$ cat src/rtl/regfile_wb_pkg.sv
// Shared sizing and entry layout for the register-file writeback queue.
package regfile_wb_pkg;

  localparam int unsigned WB_LANES   = 6;
  localparam int unsigned SRAM_DEPTH = 128;
  localparam int unsigned SRAM_INDEX = 7;
  localparam int unsigned SRAM_WIDTH = 32;
  localparam int unsigned FIFO_DEPTH = 4;

  localparam int unsigned PTR_W   = $clog2(FIFO_DEPTH);
  localparam int unsigned CNT_W   = PTR_W + 1;
  localparam int unsigned OCC_W   = 3;
  localparam int unsigned ENTRY_W = SRAM_INDEX + SRAM_WIDTH;

  typedef struct packed {
    logic [SRAM_INDEX-1:0] tag;
    logic [SRAM_WIDTH-1:0] data;
  } wb_entry_t;

endpackage

$ cat src/rtl/wb_lane_fifo.sv
// Per-lane result FIFO: registered count, combinational head, flush clears pointers.
module wb_lane_fifo
  import regfile_wb_pkg::*;
(
  input  logic               clk,
  input  logic               reset,
  input  logic               flush,
  input  logic               push,
  input  logic               pop,
  input  logic [ENTRY_W-1:0] din,
  output logic [ENTRY_W-1:0] head,
  output logic [CNT_W-1:0]   count,
  output logic               ready
);

  wb_entry_t        mem [FIFO_DEPTH];
  logic [PTR_W-1:0] wr_ptr;
  logic [PTR_W-1:0] rd_ptr;

  assign ready = (count != CNT_W'(FIFO_DEPTH));
  assign head  = mem[rd_ptr];

  // Storage needs no reset: nothing is read until count says it is valid.
  always_ff @(posedge clk) begin
    if (push && !flush) begin
      mem[wr_ptr] <= wb_entry_t'(din);
    end
  end

  always_ff @(posedge clk or negedge reset) begin
    if (!reset) begin
      wr_ptr <= '0;
      rd_ptr <= '0;
      count  <= '0;
    end else if (flush) begin
      wr_ptr <= '0;
      rd_ptr <= '0;
      count  <= '0;
    end else begin
      if (push) wr_ptr <= wr_ptr + PTR_W'(1);
      if (pop)  rd_ptr <= rd_ptr + PTR_W'(1);
      case ({push, pop})
        2'b10:   count <= count + CNT_W'(1);
        2'b01:   count <= count - CNT_W'(1);
        default: count <= count;
      endcase
    end
  end

endmodule

$ cat src/rtl/regfile_wb_queue.sv
// Writeback queue: per-lane FIFOs, same-tag arbitration, registered register-file write ports.
module regfile_wb_queue
  import regfile_wb_pkg::*;
(
  input  logic                             clk,
  input  logic                             reset,
  input  logic                             flush_i,
  input  logic [WB_LANES-1:0]              fu_valid_i,
  input  logic [WB_LANES*SRAM_INDEX-1:0]   fu_tag_i,
  input  logic [WB_LANES*SRAM_WIDTH-1:0]   fu_data_i,
  output logic [WB_LANES-1:0]              fu_ready_o,
  output logic [WB_LANES*SRAM_INDEX-1:0]   addrwr_o,
  output logic [WB_LANES-1:0]              we_o,
  output logic [WB_LANES*SRAM_WIDTH-1:0]   datawr_o,
  output logic [SRAM_DEPTH-1:0]            reg_written_o,
  output logic [WB_LANES*OCC_W-1:0]        occupancy_o
);

  logic [WB_LANES-1:0]   push;
  logic [WB_LANES-1:0]   win;
  logic [CNT_W-1:0]      count     [WB_LANES];
  logic [SRAM_INDEX-1:0] head_tag  [WB_LANES];
  logic [SRAM_WIDTH-1:0] head_data [WB_LANES];
  logic [SRAM_DEPTH-1:0] next_mask;

  for (genvar k = 0; k < WB_LANES; k++) begin : g_lane
    wb_entry_t          in_ent;
    wb_entry_t          head_ent;
    logic [ENTRY_W-1:0] head_bits;

    assign in_ent.tag  = fu_tag_i[k*SRAM_INDEX +: SRAM_INDEX];
    assign in_ent.data = fu_data_i[k*SRAM_WIDTH +: SRAM_WIDTH];
    assign push[k]     = fu_valid_i[k] & fu_ready_o[k];
    assign head_ent    = head_bits;
    assign head_tag[k]  = head_ent.tag;
    assign head_data[k] = head_ent.data;
    assign occupancy_o[k*OCC_W +: OCC_W] = OCC_W'(count[k]);

    wb_lane_fifo u_fifo (
      .clk   (clk),
      .reset (reset),
      .flush (flush_i),
      .push  (push[k]),
      .pop   (win[k]),
      .din   (in_ent),
      .head  (head_bits),
      .count (count[k]),
      .ready (fu_ready_o[k])
    );
  end

  // A lane issues only if no lower-numbered non-empty lane holds the same head tag.
  always_comb begin
    win       = '0;
    next_mask = '0;
    for (int unsigned k = 0; k < WB_LANES; k++) begin
      win[k] = (count[k] != '0);
      for (int unsigned j = 0; j < k; j++) begin
        if ((count[j] != '0) && (head_tag[j] == head_tag[k])) win[k] = 1'b0;
      end
      if (win[k]) next_mask[head_tag[k]] = 1'b1;
    end
  end

  always_ff @(posedge clk or negedge reset) begin
    if (!reset) begin
      we_o          <= '0;
      addrwr_o      <= '0;
      datawr_o      <= '0;
      reg_written_o <= '0;
    end else if (flush_i) begin
      we_o          <= '0;
      reg_written_o <= '0;
    end else begin
      we_o          <= win;
      reg_written_o <= next_mask;
      for (int unsigned k = 0; k < WB_LANES; k++) begin
        if (win[k]) begin
          addrwr_o[k*SRAM_INDEX +: SRAM_INDEX] <= head_tag[k];
          datawr_o[k*SRAM_WIDTH +: SRAM_WIDTH] <= head_data[k];
        end
      end
    end
  end

endmodule

$ cat config.mk
export PLATFORM = sky130hd
export DESIGN_NAME = regfile_wb_queue
export DESIGN_NICKNAME = d
export VERILOG_FILES = /design/src/rtl/regfile_wb_pkg.sv /design/src/rtl/wb_lane_fifo.sv /design/src/rtl/regfile_wb_queue.sv
export SDC_FILE = /design/constraint.sdc
export NUM_CORES = 2
export LEC_CHECK = 0
export BUFFER_PORTS_ARGS = -buffer_cell sky130_fd_sc_hd__buf_2
export CORE_MARGIN = 2
export CORE_UTILIZATION = 60
export CTS_BUF_LIST = sky130_fd_sc_hd__clkbuf_8
export CTS_CLUSTER_SIZE = 14
export DETAILED_ROUTE_END_ITERATION = 10
export GPL_TIMING_DRIVEN = 0
export PLACE_DENSITY = 0.82
export SYNTH_ARGS = -nofsm -noshare
export SYNTH_HDL_FRONTEND = slang
export SYNTH_SLANG_ARGS = --single-unit
$ cat constraint.sdc
create_clock -name clk -period 6.35 [get_ports clk]
set_input_delay 0.635 -clock clk [delete_from_list [all_inputs] [get_ports clk]]
set_output_delay 0.635 -clock clk [all_outputs]
set_load 0.01 [all_outputs]
======== Word-level counts from Yosys, hierarchy flattened ========
Memory sizes are Yosys's and may differ from the RTL's.
Cells that the tools add are included.
storage, ports and cells
  register bits after elaboration ......... 410
  latch bits .............................. 0
  memory bits (writable) .................. 936
  memory bits (read-only) ................. 0
  input port bits ......................... 243
  output and inout bits ................... 392
  logic and storage cells ................. 260
  memories kept ........................... 6
operators by class
  $add $sub $neg .......................... 24
  $mul .................................... 0
  div/mod/pow operators ................... 0
  order comparisons ....................... 12
  equal/unequal tests ..................... 33
  shift-type cells ........................ 0
  multiplexer cells ....................... 83
  bitwise operators ....................... 12
  reductions and logical operators ........ 58
memories
  name                  depth  width  read ports  clocked after Yosys merged registers in  wr ports  RTL line            source
  g_lane[0].u_fifo.mem  4      39     1           0                                        1         wb_lane_fifo.sv:16  wb_entry_t mem [FIFO_DEPTH];
  g_lane[1].u_fifo.mem  4      39     1           0                                        1         wb_lane_fifo.sv:16
  g_lane[2].u_fifo.mem  4      39     1           0                                        1         wb_lane_fifo.sv:16
  g_lane[3].u_fifo.mem  4      39     1           0                                        1         wb_lane_fifo.sv:16
  g_lane[4].u_fifo.mem  4      39     1           0                                        1         wb_lane_fifo.sv:16
  g_lane[5].u_fifo.mem  4      39     1           0                                        1         wb_lane_fifo.sv:16
operators by type and width
  cell                   number
  $mux W128              7
  $or A128 B128 Y128     5
  $eq A7 B7 Y1           15
  $lt A7 B8 Y1 const B   6
  $mux W2                24
  $demux W1 S7           6
  $ge A7 B1 Y1 const B   6
  $pmux W3 S2            6
  $reduce_bool A3 Y1     12
  $mux W1                33
  $logic_and A1 B1 Y1    27
  $add A2 B1 Y2 const B  12
  $reduce_bool A2 Y1     12
  $add A3 B1 Y3 const B  6
  $mux W3                6
  $ne A3 B3 Y1 const B   6
  $sub A3 B1 Y3 const B  6
  $eq A2 B1 Y1 const B   6
  $eq A2 B2 Y1 const B   6
  $reduce_and A2 Y1      6
  $and A1 B1 Y1          6
  $mux W6                1
  $logic_not A1 Y1       1
  $not A1 Y1             1

======== Logic depth before layout (Yosys ltp) ========
An unclocked memory read counts as a cell.
  word-level depth ........................ 17
  mapped depth ............................ 18
  mapped depth without buffers ............ 13

======== Cells and area by module ========
A second synthesis with hierarchy kept.
second synthesis, totals
  cells, all modules ...................... 3283
  area, all modules ....................... 56320.3 um^2
by module, submodules not included
  module            times used  cells each  area each (um^2)  seq. area each (um^2)
  wb_lane_fifo      6           247         6108.4            4859.7
  regfile_wb_queue  1           1801        19670.1           9208.8

======== Worst setup path after synthesis ========
No wires, ideal clock.
  path type ............................... reg2reg
  from .................................... reg g_lane[1].u_fifo.rd_ptr[0]
  to ...................................... reg g_lane[4].u_fifo.count[2]
  setup time .............................. 0.086 ns
  arrival time ............................ 3.579 ns
  path slack .............................. 2.685 ns
  cell stages (with the launch flop) ...... 17
  cell sequence ........................... dfrtp_1 buf_4 buf_6 mux4_2 buf_4 xor2_1 nor4_1 nand2_1 nand3_2 nand2b_1 buf_4 buf_6 nor2_1 fa_1 or4_1 and3b_1 nor3_1
on the way
  longest elaborated chain between the ends .. 9
RTL lines
  item                                          RTL line                source
  start: declaration                            wb_lane_fifo.sv:18      logic [PTR_W-1:0] rd_ptr;
  start signal: assignment                      wb_lane_fifo.sv:41      if (pop) rd_ptr <= rd_ptr + PTR_W'(1);
  $mem_v2 Z4 W39 *                              --
  $eq A7 B7 Y1 *                                regfile_wb_queue.sv:59  if ((count[j] != '0) && (head_tag[j] == head_tag[k])) win[k] = 1'b0;
  $logic_and A1 B1 Y1 *                         regfile_wb_queue.sv:59
  $mux W1 * (3 in series)                       regfile_wb_queue.sv:59
  $eq A2 B1 Y1 or $eq A2 B2 Y1 (tied branches)  wb_lane_fifo.sv:42      case ({push, pop})
  $pmux W3 S2                                   wb_lane_fifo.sv:42
  $mux W3                                       wb_lane_fifo.sv:35      end else if (flush) begin
  end signal: assignment                        wb_lane_fifo.sv:43      2'b10: count <= count + CNT_W'(1);
  end signal: assignment                        wb_lane_fifo.sv:44      2'b01: count <= count - CNT_W'(1);
  end signal: assignment                        wb_lane_fifo.sv:45      default: count <= count;
  end: declaration                              wb_lane_fifo.sv:12      output logic [CNT_W-1:0] count,
Every way passes the cells marked *; elsewhere a longest branch is shown, timed or not.
A chain may end at the register's enable or synchronous reset.

======== Worst setup path in the final report ========
  from .................................... reg g_lane[3].u_fifo.rd_ptr[0]
  to ...................................... reg reg_written_o[91]
on the way
  longest elaborated chain between the ends .. 12
RTL lines
  item                                                            RTL line                                        source
  start: declaration                                              wb_lane_fifo.sv:18
  start signal: assignment                                        wb_lane_fifo.sv:41
  $mem_v2 Z4 W39 *                                                --
  $lt A7 B8 Y1 (not written as such) (tied with other cells)      regfile_wb_queue.sv:61                          if (win[k]) next_mask[head_tag[k]] = 1'b1;
  $logic_and A1 B1 Y1 (on tied branches)                          regfile_wb_queue.sv:61, regfile_wb_queue.sv:59
  $mux W1 (on tied branches)                                      regfile_wb_queue.sv:61, regfile_wb_queue.sv:59
  $demux W1 S7 or $mux W1 (tied branches)                         regfile_wb_queue.sv:61, regfile_wb_queue.sv:59
  $or A128 B128 Y128 (no source line) or $mux W1 (tied branches)  --
  $mux W128                                                       regfile_wb_queue.sv:61
  $or A128 B128 Y128 (no source line)                             --
  $mux W128                                                       regfile_wb_queue.sv:61
  $or A128 B128 Y128 (no source line)                             --
  $mux W128 *                                                     regfile_wb_queue.sv:61
  $mux W128 *                                                     regfile_wb_queue.sv:71                          end else if (flush_i) begin
  end signal: assignment                                          regfile_wb_queue.sv:76                          reg_written_o <= next_mask;
  end: declaration                                                regfile_wb_queue.sv:15                          output logic [SRAM_DEPTH-1:0] reg_written_o,
Marked as above.

==> reports/results.ini <==
[logic_synthesis]
ys_top_cells_by_area=edfxtp_1, dfrtp_1, mux4_2, mux2_2, a221o_1
seq_area_frac_synth=0.685
synth.largest_area_cell=edfxtp_1
synth_cell_types=74
yosys-top-cells-count=edfxtp_1, dfrtp_1, mux4_2
synth_warnings=0
synth_nets=3604
synth_top_area_frac=0.502
syn-cell-area_um2=56000
synth_edf_count=936
ys.flop_type=edfxtp_1
syn_area_per_cell_um2=16.8
yosysMostFrequentCell=edfxtp_1
ys_seq_elements=1346
synthArstFlopShare=0.305
postSynthCellCount=3331

[grt]
overflow=0
antenna_found_initial=16
grtUsageTotal=0.386
grt_max_degree=123
grt_pass1_wl_um=263000
grt_pass1_vias=38400

[final_layout]
syn2layout_area_growth_pct=20.7
final_layout_size_suffix_gt1_frac=0.345
layout.nets=4704

[setup_path]
slowest_stage=nor3_2
max_stage_delay_ns=0.89
crit_buf_inv=4
path_delay_family=simple AND/OR/NAND/NOR gates
crit_chain=buf_4 > buf_6 > mux4_2 > buf_4 > nor3_2 > o211ai_1 > nor3_2 > clkbuf_1 > a222oi_1 > a21oi_1 > a221o_1
crit_fanout=10
end_kind=flop
worstReg2RegStart=g_lane[3].u_fifo.rd_ptr[0]$_DFFE_PN0P_
r2r_cells=11
reg2reg_slack_ns=1.53
critPathKind=flop to flop
startpoint_type=flop
worst_ep_arrival_time_ns=5.64
cp.required_ns=7.17
r2r-end=reg_written_o[91]$_DFF_PN0_

[sta]
final_hold_viol_count=0
tightest_slew_ns=1.61
rsz0062_at_grt=false
finalCriticalPeriod_ns=4.82
slew_viol_final=15
slew-limit-headroom=-0.0835
timing.final.crit_share=0.758
clock_skew_ns=0.0486
setup_viol=0
fmax_mhz=208
fin_ws_ns=1.53

[power]
power_density_nw_per_um2=421
p_leak_nw=25.4
share_seq_of_total_power=0.404
internal_power_mw=18.1
ir_drop_mv=0.379
p_switching_mw=10.4
pwr-share-clk=0.237
power_mw=28.4
p_comb_frac=0.358
p_sw_frac=0.364

[cts]
clock_latency_ns=0.92
numCtsBuffers=198
cts_sinks=1346
cts_resized=0
cts_tree=yes
clock_path_buffers=3
clkSlewWorstSetupHoldPaths_ns=0.06
root_buffer=clkbuf_8
cts-htree-levels=4

[routing]
num_vias=37900
routed_wl_um=184000
ant_nets=0
wl_per_cell_um=31.4
first_pass_iters=10
drt_iter0_drc=4726
vias_per_cell=6.46
drcViolationCount=0

[worst_hold_path]
holdPathStages=3
holdPathEnd=g_lane[5].u_fifo.wr_ptr[1]$_DFFE_PN0P_
worstHoldPathType=input port to flop
worst_hold_startpoint=fu_valid_i[5]

[die]
io_pins=635
die_h_um=310
chipWidth_um=310
row_count=112
start_util=0.603
core_um2=92900
die-area_um2=95800

[outcome]
violations=capacitance limit, slew limit
status=finished with violations

[place]
post-place-ws_ns=1.83
io_buffers=634
place.gp.congestion=1.03
dp_hpwl_um=121000

[run]
drv_cap=2

[power by group through the flow]
| stage | Clock (mW) | Sequential [mW] | Combinational [mW] |
|---|---|---|---|
| 3_3_place_gp | 0 | 11.5 | 9.46 |
| 4_1_cts | 6.66 | 11.4 | 9.89 |
| 6_report | 6.75 | 11.5 | 10.2 |
| 5_1_grt | 7.16 | 11.6 | 10.6 |
| 3_5_place_dp | 0 | 11.6 | 9.71 |
| 2_1_floorplan | 0 | 11.9 | 5.60 |
[per-layer routing]
layer  GRT usage  vias up  share of wire
met1       0.488    19200           0.36
met5           0        -        0.00018
met2       0.612     2659           0.48
met4       0.175        4          0.051
met3       0.126      576           0.11
li1            -    15400              -
[flip-flops by register name (all words and copies together) (netlist names)]
register	cells
we_o	6
g_lane.u_fifo.mem	936
g_lane.u_fifo.rd_ptr	12
addrwr_o	42
g_lane.u_fifo.wr_ptr	12
datawr_o	192
g_lane.u_fifo.count	18
reg_written_o	128
[layout make-up]
| cell class | instances | area, um^2 |
|---|---|---|
| tap | 1254 | 1570 |
| antenna | 12 | 30.0 |
| buffer | 225 | 1190 |
| timing repair buffer | 900 | 6160 |
| clock inverter | 151 | 791 |
| fill | 5496 | 25300 |
| sequential | 1346 | 38400 |
| multi-input combinational | 1741 | 16400 |
| inverter | 19 | 71.3 |
| clock buffer | 218 | 3000 |
[per-stage QoR]
stage	hold WS [ns]	TNS [ns]	area, um^2	util	cells
floorplan	0.339	0	56000	-	3331
global placement	0.484	-1710.07	60800	0.654	5219
detailed placement	0.488	0	61400	0.661	5248
CTS	0.0136	0	67600	0.728	5854
global route	0.0595	0	67600	0.728	5865
finish	0.0839	0	67600	0.728	5866
[kinds of logic (layout without fill, tap and decap cells)]
group	Yosys count	count (layout)	synth area share
buf+inv	244	1513	0.0226
compound gates	434	434	0.0605
flops	1346	1346	0.685
fa+ha+maj	30	30	0.00750
other cells	0	12	0
mux	480	480	0.144
simple gates	668	668	0.0600
xor+xnor	129	129	0.0208
[layout by cell type (no fill, tap or decap), types with 15 or more instances in the layout]
cell,count
a31oi_1,95
nand4_1,28
clkbuf_8,218
a221o_1,103
nand2_1,180
inv_1,120
ha_1,24
nor3_1,28
nor4_1,23
mux4_2,234
buf_12,21
and2_2,20
a22o_1,18
dlygate4sd3_1,237
xnor2_1,46
a221oi_1,15
nand3_1,102
mux2_2,228
dfrtp_1,410
clkinv_2,16
buf_4,27
clkbuf_1,84
a22oi_1,116
buf_6,22
buf_1,18
nor2_1,164
buf_2,709
edfxtp_1,936
xor2_1,80
a21oi_1,26
nand2b_1,26
[worst register-to-register path: stages (launching register included)]
cell and delay (ns):
dfrtp_1 0.32, buf_4 0.17, buf_6 0.20, mux4_2 0.54, buf_4 0.22, nor3_2 0.89
o211ai_1 0.21, nor3_2 0.83, clkbuf_1 0.67, a222oi_1 0.20, a21oi_1 0.30, a221o_1 0.18
[how the worst max path moves through the flow]
stage                                           start                                    end  depth (start not counted)  slack [ns]
2_1_floorplan  g_lane[1].u_fifo.rd_ptr[0]$_DFFE_PN0P_  g_lane[4].u_fifo.count[2]$_DFFE_PN0P_                         16        2.69
3_3_place_gp                                    reset              datawr_o[113]$_DFFE_PN0P_                          1       -4.28
3_5_place_dp   g_lane[3].u_fifo.rd_ptr[0]$_DFFE_PN0P_           reg_written_o[107]$_DFF_PN0_                         10        1.83
4_1_cts        g_lane[3].u_fifo.rd_ptr[0]$_DFFE_PN0P_           reg_written_o[107]$_DFF_PN0_                         10        1.78
5_1_grt        g_lane[3].u_fifo.rd_ptr[0]$_DFFE_PN0P_            reg_written_o[91]$_DFF_PN0_                         11        1.53
6_report       g_lane[3].u_fifo.rd_ptr[0]$_DFFE_PN0P_            reg_written_o[91]$_DFF_PN0_                         11        1.53
[what timing repair did]
item	4_1_cts	5_1_grt
hold endpoints to repair	1025	0
hold buffers	237	0
buffers inserted	0	0
Note: power is estimated with default switching activity, not from simulation.
